### config.mk
export PLATFORM = sky130hd
export DESIGN_NAME = bcd_serial_add_ctrl
export DESIGN_NICKNAME = d
export VERILOG_FILES = /design/src/rtl/bcd_serial_add_ctrl.sv
export SDC_FILE = /design/constraint.sdc
export NUM_CORES = 1
export LEC_CHECK = 0
export CAP_MARGIN = 10
export CORE_ASPECT_RATIO = 0.6
export CORE_MARGIN = 5
export CORE_UTILIZATION = 55
export DETAILED_ROUTE_END_ITERATION = 7
export PLACE_DENSITY = 0.88
export SLEW_MARGIN = 0
export SYNTH_ARGS = -nofsm -noshare
export SYNTH_HDL_FRONTEND = slang
export SYNTH_SLANG_ARGS = --single-unit
### constraint.sdc
create_clock -name clk -period 6 [get_ports clk]
set_input_delay 0.6 -clock clk [delete_from_list [all_inputs] [get_ports clk]]
set_output_delay 0.6 -clock clk [all_outputs]
set_load 0.01 [all_outputs]
### src/rtl/bcd_serial_add_ctrl.sv
// bcd_serial_add_ctrl
// Adds two packed-BCD operands one digit per cycle, least-significant digit
// first, through a single time-shared one-digit BCD add cell. The operands
// are captured on an accepted start. The inter-digit carry is kept in a
// register. The finished sum, carry-out and invalid-digit flag are announced
// with a one-cycle done pulse.
//
// Handshake: start is sampled only while idle (busy low). A start seen while
// busy is dropped, not queued. done is high for exactly one cycle when sum,
// cout and err become valid. Those outputs then hold until the next accepted
// start.
module bcd_serial_add_ctrl #(
    parameter int DIGITS = 4,
    parameter int IDXW   = 3
) (
    input  logic                  clk,
    input  logic                  rst_n,
    input  logic                  start,
    input  logic [4*DIGITS-1:0]   a,
    input  logic [4*DIGITS-1:0]   b,
    input  logic                  cin,
    output logic                  busy,
    output logic                  done,
    output logic [4*DIGITS-1:0]   sum,
    output logic                  cout,
    output logic                  err
);

    typedef enum logic [1:0] {
        S_IDLE = 2'd0,
        S_ADD  = 2'd1,
        S_DONE = 2'd2
    } state_t;

    state_t                r_state;
    state_t                w_state_nxt;
    logic [4*DIGITS-1:0]   r_a;
    logic [4*DIGITS-1:0]   r_b;
    logic [4*DIGITS-1:0]   r_sum;
    logic [IDXW-1:0]       r_idx;
    logic                  r_carry;
    logic                  r_cout;
    logic                  r_err;

    logic [3:0]            w_dig_a;
    logic [3:0]            w_dig_b;
    logic [4:0]            w_s;
    logic                  w_gt9;
    logic [3:0]            w_digit;
    logic                  w_last;
    logic                  w_bad;

    // Digit currently being processed, selected by the digit index.
    assign w_dig_a = r_a[4*int'(r_idx) +: 4];
    assign w_dig_b = r_b[4*int'(r_idx) +: 4];

    // One-digit BCD add cell. Adding 6 modulo 16 corrects any total above 9.
    assign w_s     = {1'b0, w_dig_a} + {1'b0, w_dig_b} + {4'b0000, r_carry};
    assign w_gt9   = (w_s > 5'd9);
    assign w_digit = w_gt9 ? (w_s[3:0] + 4'd6) : w_s[3:0];
    assign w_last  = (r_idx == IDXW'(DIGITS - 1));

    // Flags any operand digit outside 0..9 at capture time.
    always_comb begin
        w_bad = 1'b0;
        for (int d = 0; d < DIGITS; d++) begin
            if ((a[4*d +: 4] > 4'd9) || (b[4*d +: 4] > 4'd9)) begin
                w_bad = 1'b1;
            end
        end
    end

    // State register.
    always_ff @(posedge clk or negedge rst_n) begin
        if (!rst_n) begin
            r_state <= S_IDLE;
        end else begin
            r_state <= w_state_nxt;
        end
    end

    // Next-state logic: IDLE -> ADD on start, ADD -> DONE after the top digit,
    // DONE -> IDLE after one cycle.
    always_comb begin
        w_state_nxt = r_state;
        case (r_state)
            S_IDLE:  if (start) w_state_nxt = S_ADD;
            S_ADD:   if (w_last) w_state_nxt = S_DONE;
            S_DONE:  w_state_nxt = S_IDLE;
            default: w_state_nxt = S_IDLE;
        endcase
    end

    // Datapath: capture the operands, step the digits, and hold the results.
    always_ff @(posedge clk or negedge rst_n) begin
        if (!rst_n) begin
            r_a     <= '0;
            r_b     <= '0;
            r_sum   <= '0;
            r_idx   <= '0;
            r_carry <= 1'b0;
            r_cout  <= 1'b0;
            r_err   <= 1'b0;
        end else begin
            case (r_state)
                S_IDLE: begin
                    if (start) begin
                        r_a     <= a;
                        r_b     <= b;
                        r_carry <= cin;
                        r_sum   <= '0;
                        r_idx   <= '0;
                        r_err   <= w_bad;
                    end
                end
                S_ADD: begin
                    r_sum[4*int'(r_idx) +: 4] <= w_digit;
                    r_carry                   <= w_gt9;
                    if (w_last) begin
                        r_cout <= w_gt9;
                    end else begin
                        r_idx <= r_idx + 1'b1;
                    end
                end
                default: begin
                end
            endcase
        end
    end

    assign busy = (r_state != S_IDLE);
    assign done = (r_state == S_DONE);
    assign sum  = r_sum;
    assign cout = r_cout;
    assign err  = r_err;

endmodule

==> out/summary.md <==
Summed over all nets, the switching power comes to 1060 uW. For this run, the slowest stage of the critical path takes 0.81 ns. The clock tree root buffer cell was clkbuf_8. The post-synthesis cell type count is 41, and the count of TritonRoute iterations in the first routing pass is 5. In this run the critical register-to-register path is captured at sum[10]$_DFFE_PN0P_. Signed area change from the synthesized netlist to the final layout: 24.5%. The tools report the placed instance count as 411.

The critical path is of the register to register type. In this run, synthesis produced a sequential element count of 56. The run finished with clean final reports. For the worst slew margin relative to its limit, the log shows 0.297. The worst path setup slack after routing is 1.95 ns. The category of cells accounting for the largest share of critical-path delay was adder cells. 0 antenna diodes ended up in the layout. Once the clock tree was built, the resizer swapped 0 gates to a different size. The maximum count of clock buffers along a single path is 2, and the final period utilization is 0.675.

Detailed routing inserted a total of 2401 vias. The worst hold path belongs to the class input port to async pin. The post-CTS setup repair buffer count is 0. The post-synthesis cell area is 2830 um^2.

The post-synthesis sequential area ratio is 0.495, and the hold violation count in the final report is 0. After synthesis, the mean cell area works out to 9.37 um^2. The Yosys step of the flow raised 0 warnings. The number of global-route vias before repair was 2299. Setup repair after global routing left no endpoint under its margin.

The later pin in the worst-skew pair is clocked with a latency of 0.32 ns. The tools report the total leakage power as 0.00163 uW. The routability-driven placement congestion ratio is 0.933, and the I/O pin count is 56.

The detail-routed via count per cell works out to 5.73. The critical path goes through mux4_2, and2_1, fa_1, fa_1, xnor2_1, ha_1, nor2b_1, nor3_1, a211oi_2, o21ai_1. The largest fanout of any net on the critical path is 16. The path depth of the worst reg2reg path works out to 10. Fraction of layout instances using a drive strength above 1: 0.0793. The post-synth net total came out at 348. The tools report the total DRC errors in the routed layout as 0. Together, buffers and inverters on the worst path number 0. In the post-synthesis netlist, the biggest area contributors are dfrtp_1, nand2_1, mux4_2. The run gives 0 as the number of max-cap violations.

The clock drives 56 sinks. For the part of the power in registers, the log shows 0.287. STA classifies the critical path endpoint as a register.

Measured along the x axis, the die boundary spans 103 um. The worst register-to-register path has a setup slack of 1.95 ns. The top cell type's share of synthesized area was 0.495. For the pin with the worst max-slew slack, the measured transition is 1.06 ns.

The run gives 0.700 as the end-of-flow core utilization. The type of origin of the critical path is a register. The worst-case vdd ir drop is 0.352 mV, and the per-cell routed wire length is 16.2 um. By instance count, the cell type seen most on the critical path is fa_1. Number of max-slew violations in the final report: 0.

The routed design could run at a clock period as short as 4.05 ns. Cell internal power was estimated by the tool at 1290 uW. Post-route setup TNS: 0 ns. Clock-pin slew was measured on the worst setup and hold paths at 0.10 ns. The total half-perimeter wirelength after legalization and detailed placement was 4.99 mm. The cell count after synthesis came out at 302.

After the last flow step, the layout net total stands at 398. Global routing finished with a remaining overflow of 0. In this run the critical register-to-register path is launched from r_idx[0]$_DFFE_PN0P_.

STA puts the critical path data required time at 6.18 ns. The total number of H-tree levels is 2. dfrtp_1 takes more of the synthesized area than any other cell.

The logs give 20 for the total number of placement rows and 11.4 mm for the wire length of the first global-routing pass. Leaving out filler cells and counting taps, the final layout contains 419. The initial cell density of the core is 0.562, and the power per standard cell area is 666 nW/um^2. During placement, the flow inserted port buffers numbering 55. The floorplan step set the die height to 65.6 um. Between clock sinks in the finished design, the worst skew comes to 0.00983 ns.

The die area is 6730 um^2, and the post-route antenna net violation count is 0. The initial antenna violation count was 0. The first routing iteration left 115 violations. STA puts the critical path data arrival time at 4.23 ns.

After floorplanning, the core was sized to cover 5030 um^2. Summing all placed instances gives a cell area of 3410 um^2. Wires add up to 6.79 mm. The library cell contributing the largest single delay on the critical path is dfrtp_1. The run gives 5 as the TritonCTS buffer count.

After clock tree synthesis, the flow added hold-fix buffers numbering 0. The fraction of power spent switching nets is 0.451. The global-route usage over all layers was 0.222.

TritonCTS built the clock tree. The logic gate share of total power came out at 0.605. The clock group share of total power was 0.108. The highest achievable clock rate was 0.247 GHz; the total non-filler cell area in the finished layout was 3520 um^2.

The maximum number of pins on one net before global-route repair is 57. At the placement stage, the worst setup path has a slack of 1.99 ns. Setup violations remaining at the end of the flow were counted as 0.
-- state kept, by name (all words and copies together), names as in the netlist --
signal / flops
r_a: 16
r_b: 16
sum: 16
r_idx: 3
r_state: 2
cout: 1
err: 1
r_carry: 1
-- stage by stage --
stage / power [uW] / hold slack (ns)
floorplan: 1680 / 0.304
global placement: 1980 / 0.454
detailed placement: 2060 / 0.461
CTS: 2320 / 0.425
global route: 2520 / 0.469
finish: 2340 / 0.405
-- synth_stat cells --
master,instances
a211oi_2,1
o21bai_1,1
a2bb2oi_2,1
nand3_1,18
a21o_1,1
mux2_1,1
nand2b_2,1
o21ai_0,13
dfrtp_1,56
o21ai_1,15
nor4_1,1
nand4_1,3
xnor2_1,1
buf_2,8
o31a_1,1
and2_1,9
o2111ai_1,1
clkbuf_1,5
nor4b_1,1
a21boi_0,1
a21oi_2,1
and3_1,1
o41ai_4,1
nor2_2,1
inv_2,1
o22ai_1,1
o31ai_2,1
mux4_2,8
nor2b_1,3
and3_4,1
buf_1,1
inv_1,8
nor2_1,6
ha_1,8
nand2_1,105
a21oi_1,7
a22oi_1,1
nand4b_1,1
nor3_1,4
a2111oi_0,1
fa_1,2
-- power groups by stage --
stage | Combinational, uW | Sequential, uW | Clock (uW)
floorplan | 1060 | 623 | 0
global placement | 1310 | 669 | 0
detailed placement | 1390 | 672 | 0
CTS | 1400 | 668 | 254
global route | 1560 | 691 | 271
finish | 1420 | 672 | 253
-- kinds of logic after synthesis --
group	Yosys count	synth area share
and+or+nand+nor	155	0.239
DFF	56	0.495
AOI/OAI and AO/OA	48	0.111
buffers and inverters	23	0.0341
adders and majority gates	10	0.0495
muxes	9	0.0677
xor gates and xnor gates	1	0.00310
-- worst max path at each step --
stage,slack [ns],start,cells after the start,end
floorplan,2.58,r_idx[1]$_DFFE_PN0P_,12,sum[10]$_DFFE_PN0P_
global placement,2.18,r_idx[0]$_DFFE_PN0P_,11,sum[10]$_DFFE_PN0P_
detailed placement,1.99,r_idx[0]$_DFFE_PN0P_,10,sum[10]$_DFFE_PN0P_
CTS,1.97,r_idx[0]$_DFFE_PN0P_,10,sum[10]$_DFFE_PN0P_
global route,1.66,r_idx[0]$_DFFE_PN0P_,11,sum[14]$_DFFE_PN0P_
finish,1.95,r_idx[0]$_DFFE_PN0P_,10,sum[10]$_DFFE_PN0P_
-- area by class of cell --
cell class,instances,area [um^2]
clock inverters,3,42.5
well taps,66,82.6
clock buffers,5,68.8
repair buffers,57,561
flip-flops and latches,56,1400
inverters,9,33.8
multi-input cells,223,1330
fillers,369,1510
-- layout by cell type (no fill, tap or decap), drive strengths merged, types with 4 or more instances in the layout --
| master | instances |
|---|---|
| a21oi | 8 |
| and2 | 9 |
| clkbuf | 5 |
| clkdlybuf4s50 | 54 |
| dfrtp | 56 |
| ha | 8 |
| inv | 9 |
| mux4 | 8 |
| nand2 | 105 |
| nand3 | 18 |
| nor2 | 7 |
| nor3 | 4 |
| o21ai | 28 |
-- per-layer routing --
metal / up-vias / part of all wire / GRT usage
met1: 1159 / 0.48 / 0.340
met5: - / 0 / 0
met4: 0 / 0.0099 / 0.0507
li1: 1128 / - / -
met3: 9 / 0.080 / 0.0626
met2: 105 / 0.43 / 0.314
Power figures use the tool's default switching activity.
